`config.mk`:
```
export PLATFORM = sky130hd
export DESIGN_NAME = seg7_scan_driver
export DESIGN_NICKNAME = d
export VERILOG_FILES = /design/src/rtl/seg7_pkg.sv /design/src/rtl/hex_to_seg7.sv /design/src/rtl/seg7_scan_driver.sv
export SDC_FILE = /design/constraint.sdc
export NUM_CORES = 1
export LEC_CHECK = 0
export ABC_AREA = 1
export CAP_MARGIN = 20
export CORE_ASPECT_RATIO = 0.7
export CORE_MARGIN = 10
export CORE_UTILIZATION = 35
export DETAILED_ROUTE_END_ITERATION = 12
export REMOVE_ABC_BUFFERS = 1
export SLEW_MARGIN = 20
export SYNTH_ARGS = -nofsm -noshare
export SYNTH_HDL_FRONTEND = slang
export SYNTH_SLANG_ARGS = --single-unit
```
`constraint.sdc`:
```
create_clock -name clk -period 4.5 [get_ports clk]
set_clock_uncertainty 0.05 [all_clocks]
set_input_delay 0.9 -clock clk [delete_from_list [all_inputs] [get_ports clk]]
set_output_delay 0.9 -clock clk [all_outputs]
set_load 0.03 [all_outputs]
```
`src/rtl/seg7_pkg.sv`:
```
// Shared segment patterns for the seven-segment display blocks.
// Patterns are active-low and ordered {g,f,e,d,c,b,a}.
package seg7_pkg;

  typedef logic [6:0] seg7_t;

  localparam seg7_t SEG7_0     = 7'b1000000;
  localparam seg7_t SEG7_1     = 7'b1111001;
  localparam seg7_t SEG7_2     = 7'b0100100;
  localparam seg7_t SEG7_3     = 7'b0110000;
  localparam seg7_t SEG7_4     = 7'b0011001;
  localparam seg7_t SEG7_5     = 7'b0010010;
  localparam seg7_t SEG7_6     = 7'b0000010;
  localparam seg7_t SEG7_7     = 7'b1111000;
  localparam seg7_t SEG7_8     = 7'b0000000;
  localparam seg7_t SEG7_9     = 7'b0010000;
  localparam seg7_t SEG7_A     = 7'b0001000;
  localparam seg7_t SEG7_B     = 7'b0000011;
  localparam seg7_t SEG7_C     = 7'b1000110;
  localparam seg7_t SEG7_D     = 7'b0100001;
  localparam seg7_t SEG7_E     = 7'b0000110;
  localparam seg7_t SEG7_F     = 7'b0001110;
  localparam seg7_t SEG7_BLANK = 7'h7F;

endpackage

```
`src/rtl/hex_to_seg7.sv`:
```
// Combinational hex nibble to active-low seven-segment decoder.
module hex_to_seg7
  import seg7_pkg::*;
(
  input  logic [3:0] i_nibble,
  output seg7_t      o_seg
);

  always_comb begin
    o_seg = SEG7_BLANK;
    case (i_nibble)
      4'h0: o_seg = SEG7_0;
      4'h1: o_seg = SEG7_1;
      4'h2: o_seg = SEG7_2;
      4'h3: o_seg = SEG7_3;
      4'h4: o_seg = SEG7_4;
      4'h5: o_seg = SEG7_5;
      4'h6: o_seg = SEG7_6;
      4'h7: o_seg = SEG7_7;
      4'h8: o_seg = SEG7_8;
      4'h9: o_seg = SEG7_9;
      4'hA: o_seg = SEG7_A;
      4'hB: o_seg = SEG7_B;
      4'hC: o_seg = SEG7_C;
      4'hD: o_seg = SEG7_D;
      4'hE: o_seg = SEG7_E;
      4'hF: o_seg = SEG7_F;
      default: o_seg = SEG7_BLANK;
    endcase
  end

endmodule

```
`src/rtl/seg7_scan_driver.sv`:
```
// Time-multiplexed driver for DIGITS common-anode digits with a tear-free shadow.
// Define SEG7_LZB_EN to enable leading-zero blanking.
module seg7_scan_driver
  import seg7_pkg::*;
#(
  parameter int DIGITS   = 8,
  parameter int PRESCALE = 100000
)
(
  input  logic                  clk,
  input  logic                  rst,
  input  logic [4*DIGITS-1:0]   value,
  input  logic                  load,
  input  logic [DIGITS-1:0]     dot,
  input  logic [DIGITS-1:0]     digit_en,
  output logic [DIGITS-1:0]     an,
  output seg7_t                 seg,
  output logic                  dp_n,
  output logic                  pending
);

  localparam int PW = $clog2(PRESCALE);
  localparam int IW = $clog2(DIGITS);
  localparam logic [PW-1:0] PRESC_MAX = PW'(PRESCALE - 1);
  localparam logic [IW-1:0] IDX_MAX   = IW'(DIGITS - 1);

  logic [PW-1:0]         r_prescCnt;
  logic [IW-1:0]         r_idx;
  logic                  r_started;
  logic [4*DIGITS-1:0]   r_bufVal;
  logic [DIGITS-1:0]     r_bufDot;
  logic [4*DIGITS-1:0]   r_shadowVal;
  logic [DIGITS-1:0]     r_shadowDot;

  logic                  w_tick;
  logic                  w_frame;
  logic [3:0]            w_nibble;
  logic                  w_dotSel;
  logic                  w_enSel;
  logic                  w_lzbSel;
  logic [DIGITS-1:0]     w_lzbMask;
  seg7_t                 w_seg;

  assign w_tick  = (r_prescCnt == PRESC_MAX);
  assign w_frame = w_tick && (r_idx == IDX_MAX);

  // Digits stay dark until the first tick after reset.
  always_ff @(posedge clk or posedge rst) begin
    if (rst) begin
      r_prescCnt <= '0;
      r_idx      <= '0;
      r_started  <= 1'b0;
    end else if (w_tick) begin
      r_prescCnt <= '0;
      r_idx      <= (r_idx == IDX_MAX) ? '0 : r_idx + IW'(1);
      r_started  <= 1'b1;
    end else begin
      r_prescCnt <= r_prescCnt + PW'(1);
    end
  end

  // A load landing on the frame boundary bypasses the buffer.
  always_ff @(posedge clk or posedge rst) begin
    if (rst) begin
      r_bufVal    <= '0;
      r_bufDot    <= '0;
      r_shadowVal <= '0;
      r_shadowDot <= '0;
      pending     <= 1'b0;
    end else begin
      if (load) begin
        r_bufVal <= value;
        r_bufDot <= dot;
      end
      if (w_frame && load) begin
        r_shadowVal <= value;
        r_shadowDot <= dot;
        pending     <= 1'b0;
      end else if (w_frame && pending) begin
        r_shadowVal <= r_bufVal;
        r_shadowDot <= r_bufDot;
        pending     <= 1'b0;
      end else if (load) begin
        pending <= 1'b1;
      end
    end
  end

`ifdef SEG7_LZB_EN
  always_comb begin
    logic upperZero;
    w_lzbMask = '0;
    upperZero = 1'b1;
    for (int k = DIGITS - 1; k >= 1; k--) begin
      upperZero    = upperZero && (r_shadowVal[4*k +: 4] == 4'h0);
      w_lzbMask[k] = upperZero && !r_shadowDot[k];
    end
  end
`else
  assign w_lzbMask = '0;
`endif

  always_comb begin
    w_nibble = '0;
    w_dotSel = 1'b0;
    w_enSel  = 1'b0;
    w_lzbSel = 1'b0;
    for (int k = 0; k < DIGITS; k++) begin
      if (r_idx == IW'(k)) begin
        w_nibble = r_shadowVal[4*k +: 4];
        w_dotSel = r_shadowDot[k];
        w_enSel  = digit_en[k];
        w_lzbSel = w_lzbMask[k];
      end
    end
  end

  hex_to_seg7 u_hexToSeg7 (
    .i_nibble (w_nibble),
    .o_seg    (w_seg)
  );

  always_ff @(posedge clk or posedge rst) begin
    if (rst) begin
      an   <= '1;
      seg  <= SEG7_BLANK;
      dp_n <= 1'b1;
    end else if (!r_started || !w_enSel || w_lzbSel) begin
      an   <= '1;
      seg  <= SEG7_BLANK;
      dp_n <= 1'b1;
    end else begin
      an   <= ~(DIGITS'(1) << r_idx);
      seg  <= w_seg;
      dp_n <= ~w_dotSel;
    end
  end

endmodule

```
# Word level (Yosys, flattened, before mapping)
# Memory sizes are Yosys's and may differ from the RTL's.
# Cells that the tools add are included.
# op_classes
reduce_logical,9
addsub,2
shifts,1
mux,36
n_eq_ne,8
n_bitwise,2
# op_table
cell,count
two-way mux 32 bit,2
two-way mux 4 bit,8
two-way mux 8 bit,3
two-way mux 1 bit,20
adder 17 x 1 -> 17 bit (second input constant),1
equality test 17 bit (second input constant),1
two-way mux 17 bit,1
equality test 3 bit (second input constant),4
NOT 8 bit,1
<< shifter 1 x 3 -> 8 bit (first input constant),1
two-way mux 7 bit,1
equality test 3 x 2 -> 1 bit (second input constant),2
adder 3 x 1 -> 3 bit (second input constant),1
equality test 3 x 1 -> 1 bit (second input constant),1
logical AND 1 bit,3
logical NOT 3 bit,1
two-way mux 3 bit,1
nonzero test 3 bit,1
logical NOT 1 bit,2
nonzero test 2 bit,1
logical OR 1 bit,1
NOT 1 bit,1
# word_totals
word_cells,70
ff_bits,118
romBits,112
mem_count,1
output_inout_bits,17
input_bits,51
# mem_list
memory,depth,width,rd,rd_ports_with_merged_regs,wr,line,rtl
(no name shown),16,7,1,0,0,hex_to_seg7.sv:11,case (i_nibble)

# Depth between registers and ports, before layout
# depth
word_depth,12
mapped_depth,19

# Cells and area by module
# From an unflattened synthesis, not the netlist that was laid out.
# hier_totals
cells_unflattened,863
hier_area_um2,6373.6
# modules_own_cells
module,cells_each,seq_area_each_um2,area_per_inst_um2,instances
seg7_scan_driver,812,2972.9,6098.3,1
hex_to_seg7,51,0.0,275.3,1

# Worst setup path before layout
# No wires, ideal clock.
# synth_timing
kind,register to register
from,reg r_idx[2]
to,reg seg[3]
arrival_ns,2.094
n_path_buf,0
slack_ns,2.270
stages_incl_launch_ff,17
cell_sequence,dfrtp_1 > inv_2 > ha_1 > clkinv_1 > o21ai_0 > inv_1 > nand2_1 > nand2_1 > nand2_1 > nand2_1 > nand2_1 > inv_1 > ha_1 > inv_1 > nand3_1 > nand3_1 > nand3_1
# synth_via
elab_chain_cells,12
elab_cells_between_ends,28
classes_between,7 x eq/ne; 17 x mux; 3 x reduce/logical; 1 x memory
# synth_rtl
item,line,rtl
start: declaration,seg7_scan_driver.sv:28,logic [IW-1:0] r_idx;
start signal: assignment,seg7_scan_driver.sv:55,r_idx <= (r_idx == IDX_MAX) ? '0 : r_idx + IW'(1);
"parallel branches: the longest is 11 deep, another holds memory read (16 x 7 bit)",--,
two-way mux 7 bit *,seg7_scan_driver.sv:128,end else if (!r_started || !w_enSel || w_lzbSel) begin
end signal: assignment,seg7_scan_driver.sv:134,seg <= w_seg;
end: declaration,seg7_scan_driver.sv:17,"output seg7_t seg,"
# Mark *: on every way between the ends.
# A chain may end at the register's enable or synchronous reset.

# Worst setup path in the final report
# layout_timing
from,reg r_idx[2]
to,reg seg[4]
# The elaborated chain is that of the path after synthesis.

==> qor.csv <==
metric,value,unit
outcome,finished clean,
total core area,0.0170,sq mm
layout cell share with drive strength beyond 1,9.27,%
Clock Sinks,118,
1st-pass router iterations,5,
DIE AREA,0.0230,sq mm
"reg-to-reg slack, setup",1.67,ns
clk root buf,clkbuf_16,
Port Buf Inserts,67,
P&R area growth vs syn,23.2,%
WL per Instance,13.6,um
Setup CP Type,flop to flop,
I/O Pins,68,
ANT nets after route,0,
total design power,2.52,mW
worst reg2reg startpoint,r_idx[2]$_DFFE_PP0N_,
crit end category,flop,
fin. max-slew vios,0,
Pleak,4.02,nW
Critical Path End,seg[4]$_DFF_PP1_,
first-pass GRT wire length,23.9,mm
number of synthesized register bits,118,
final WL,14.2,mm
antenna diode count,0,
Sum Neg Setup Slack,0,ns
Placement Rows,40,
setup bufs post-CTS,0,
crit path DAT,3.07,ns
post-synthesis sequential area ratio,49.3,%
nets,860,
CTS Buf Count,17,
Yosys cell types,34,
initial antenna violation count,0,
post-route minimum period,2.83,ns
Worst IR Drop VDD,0.000185,V
max incr delay on CP,0.50,ns
worst slew pin tran,0.781,ns
post-DP HPWL,10.1,mm
most frequent CP cell,nand2_1,
CTS Hold Bufs,0,
H-tree depth,4,
reg2reg path depth,16,
fill count,1710,
worst path bufs/invs,5,
CP top delay family,simple AND/OR/NAND/NOR gates,
post-DR vias/cell,4.45,
number of global-route vias before repair,4552,
post-cts repair resize count,0,
Fmax achieved,353,MHz
CP max FO,10,
Clock Path Buffers,2,
"slowest stage cell, crit path",dfrtp_1,
final setup violation count,0,
largest net degree at the start of global routing,82,
routability cong.,0.810,
RSZ-0062 raised after global routing,false,
post-synthesis cell area,0.00603,sq mm
pwr/cell area,340,mW/mm^2
HP Class,flop to flop,
period utilisation layout,63.0,%
Initial Util,35.4,%
Syn. warnings,0,
startpoint types,flop,
gr usage total,13.1,%
WP data required,4.74,ns
crit path cell chain,"inv_2, ha_1, clkinv_1, o21ai_0, inv_1, nand2_1, nand2_1, nand2_1, nand2_1, nand2_1, inv_1, ha_1, nand3_1, inv_1, nand2_1, nand3_1",
CP Depth,16,
DRT iter0 DRCs,377,
chip height,130,um
Post-route DRC,0,
Vias,4626,
CTS tree,built,
Clock Latency Late Sink,0.41,ns
MaxCap Viol Count,0,
final hold violations,0,
total grt overflow,0,
Critical Path Start,r_idx[2]$_DFFE_PP0N_,
capturing point of the worst reg2reg path,seg[4]$_DFF_PP1_,
syn_area_per_cell,8.27,sq um
clk slew on worst S/H paths,0.05,ns
Max transition margin,48.0,%
chip width,177,um
Cells after Synth,729,
-- synth_stat cells (all sizes together) --
master / instances / area, sq um
nor4: 2 / 18.8
buf: 16 / 113
nand2: 193 / 769
a21oi: 12 / 63.8
a21boi: 1 / 18.8
clkinv: 1 / 3.75
nor2: 32 / 145
dfstp: 16 / 420
or2: 1 / 6.26
nand3b: 1 / 7.51
nor3: 5 / 25.0
inv: 135 / 507
ha: 13 / 163
nand4: 4 / 25.0
dfrtp: 102 / 2550
a21o: 1 / 8.76
o211ai: 2 / 15.0
clkbuf: 8 / 30.0
o21ai: 102 / 510
a211oi: 1 / 7.51
xor2: 3 / 26.3
mux2i: 40 / 400
nand3: 38 / 190
-- layer usage --
metal	share of wire, %	global-route usage (%)
met1	54	19.2
met4	0.61	3.40
met2	41	18.4
met3	4.3	3.55
met5	0	0
-- how the worst min path moves through the flow --
stage / from / to / slack [ns] / cells after the start
detailed placement: r_started$_DFFE_PP0N_ / r_started$_DFFE_PP0N_ / 0.39 / 2
global placement: r_started$_DFFE_PP0N_ / r_started$_DFFE_PP0N_ / 0.38 / 2
floorplan: r_started$_DFFE_PP0N_ / r_started$_DFFE_PP0N_ / 0.37 / 2
global route: r_started$_DFFE_PP0N_ / r_started$_DFFE_PP0N_ / 0.46 / 2
finish: r_started$_DFFE_PP0N_ / r_started$_DFFE_PP0N_ / 0.40 / 2
CTS: r_started$_DFFE_PP0N_ / r_started$_DFFE_PP0N_ / 0.40 / 2
-- where the power goes --
part	total (mW)	internal, mW	switching [mW]
registers	1.10	1.09	0.00759
clock network	1.26	0.801	0.461
logic	0.160	0.0722	0.0875
total	2.52	1.97	0.556
-- layout by cell type, fill, tap and decap left out, types with 2 or more instances in the layout --
cell type	count
nor2_1	26
nand2_1	183
clkinv_2	3
buf_4	5
nand4_1	4
dfstp_2	16
nand2_2	6
inv_2	6
clkbuf_16	17
nor2_2	4
a21oi_1	11
clkdlybuf4s50_1	66
mux2i_1	40
xor2_1	3
o21ai_0	62
ha_1	13
o211ai_1	2
clkbuf_1	7
nand2_4	4
inv_1	128
nand3_1	38
clkbuf_8	3
nor3_1	5
o21ai_1	40
dfrtp_1	102
nor2_4	2
-- cells by family after synthesis --
kind of cell,after synthesis,share of synthesized area [%]
and+or+nand+nor,276,19.7
buffers and inverters,160,10.8
AOI/OAI and AO/OA,119,10.4
DFF,118,49.3
muxes,40,6.64
adders and majority gates,13,2.70
xor gates and xnor gates,3,0.436
-- layout make-up --
class	instances	area, sq um	share of cell area, %
Timing Repair Buffer	72	703	9.47
Clock buffer	27	493	6.64
Clock inverter	5	52.6	0.708
Inverter	136	513	6.91
Multi-Input combinational cell	451	2400	32.3
Sequential cell	118	2970	40.0
Tap cell	231	289	3.89
-- worst register-to-register path: cells and delay by family, from the launching register on --
| family | cells | cell delay (ns) |
|---|---|---|
| AOI/OAI and AO/OA | 1 | 0.24 |
| adders and majority gates | 2 | 0.51 |
| buffers and inverters | 5 | 0.70 |
| and+or+nand+nor | 8 | 0.73 |
| DFF | 1 | 0.50 |
-- state kept, by name, indices dropped and copies added, names as in the netlist --
signal / flops
r_shadowVal: 32
dp_n: 1
r_idx: 3
an: 8
r_shadowDot: 8
r_bufDot: 8
r_prescCnt: 17
pending: 1
r_bufVal: 32
seg: 7
r_started: 1
-- metrics by stage --
step / instances / util [%] / hold WS (ns) / cell area, sq um / worst slack, ns
after floorplan: 705 / - / 0.373 / 5880 / 0.447
after global placement: 1008 / 40.4 / 0.383 / 6880 / 1.67
after detailed placement: 1008 / 40.4 / 0.389 / 6880 / 1.64
after CTS: 1040 / 43.6 / 0.401 / 7420 / 1.71
after global routing: 1040 / 43.6 / 0.457 / 7420 / 1.39
final: 1040 / 43.6 / 0.403 / 7420 / 1.67
Note: power is estimated with default switching activity, not from simulation.
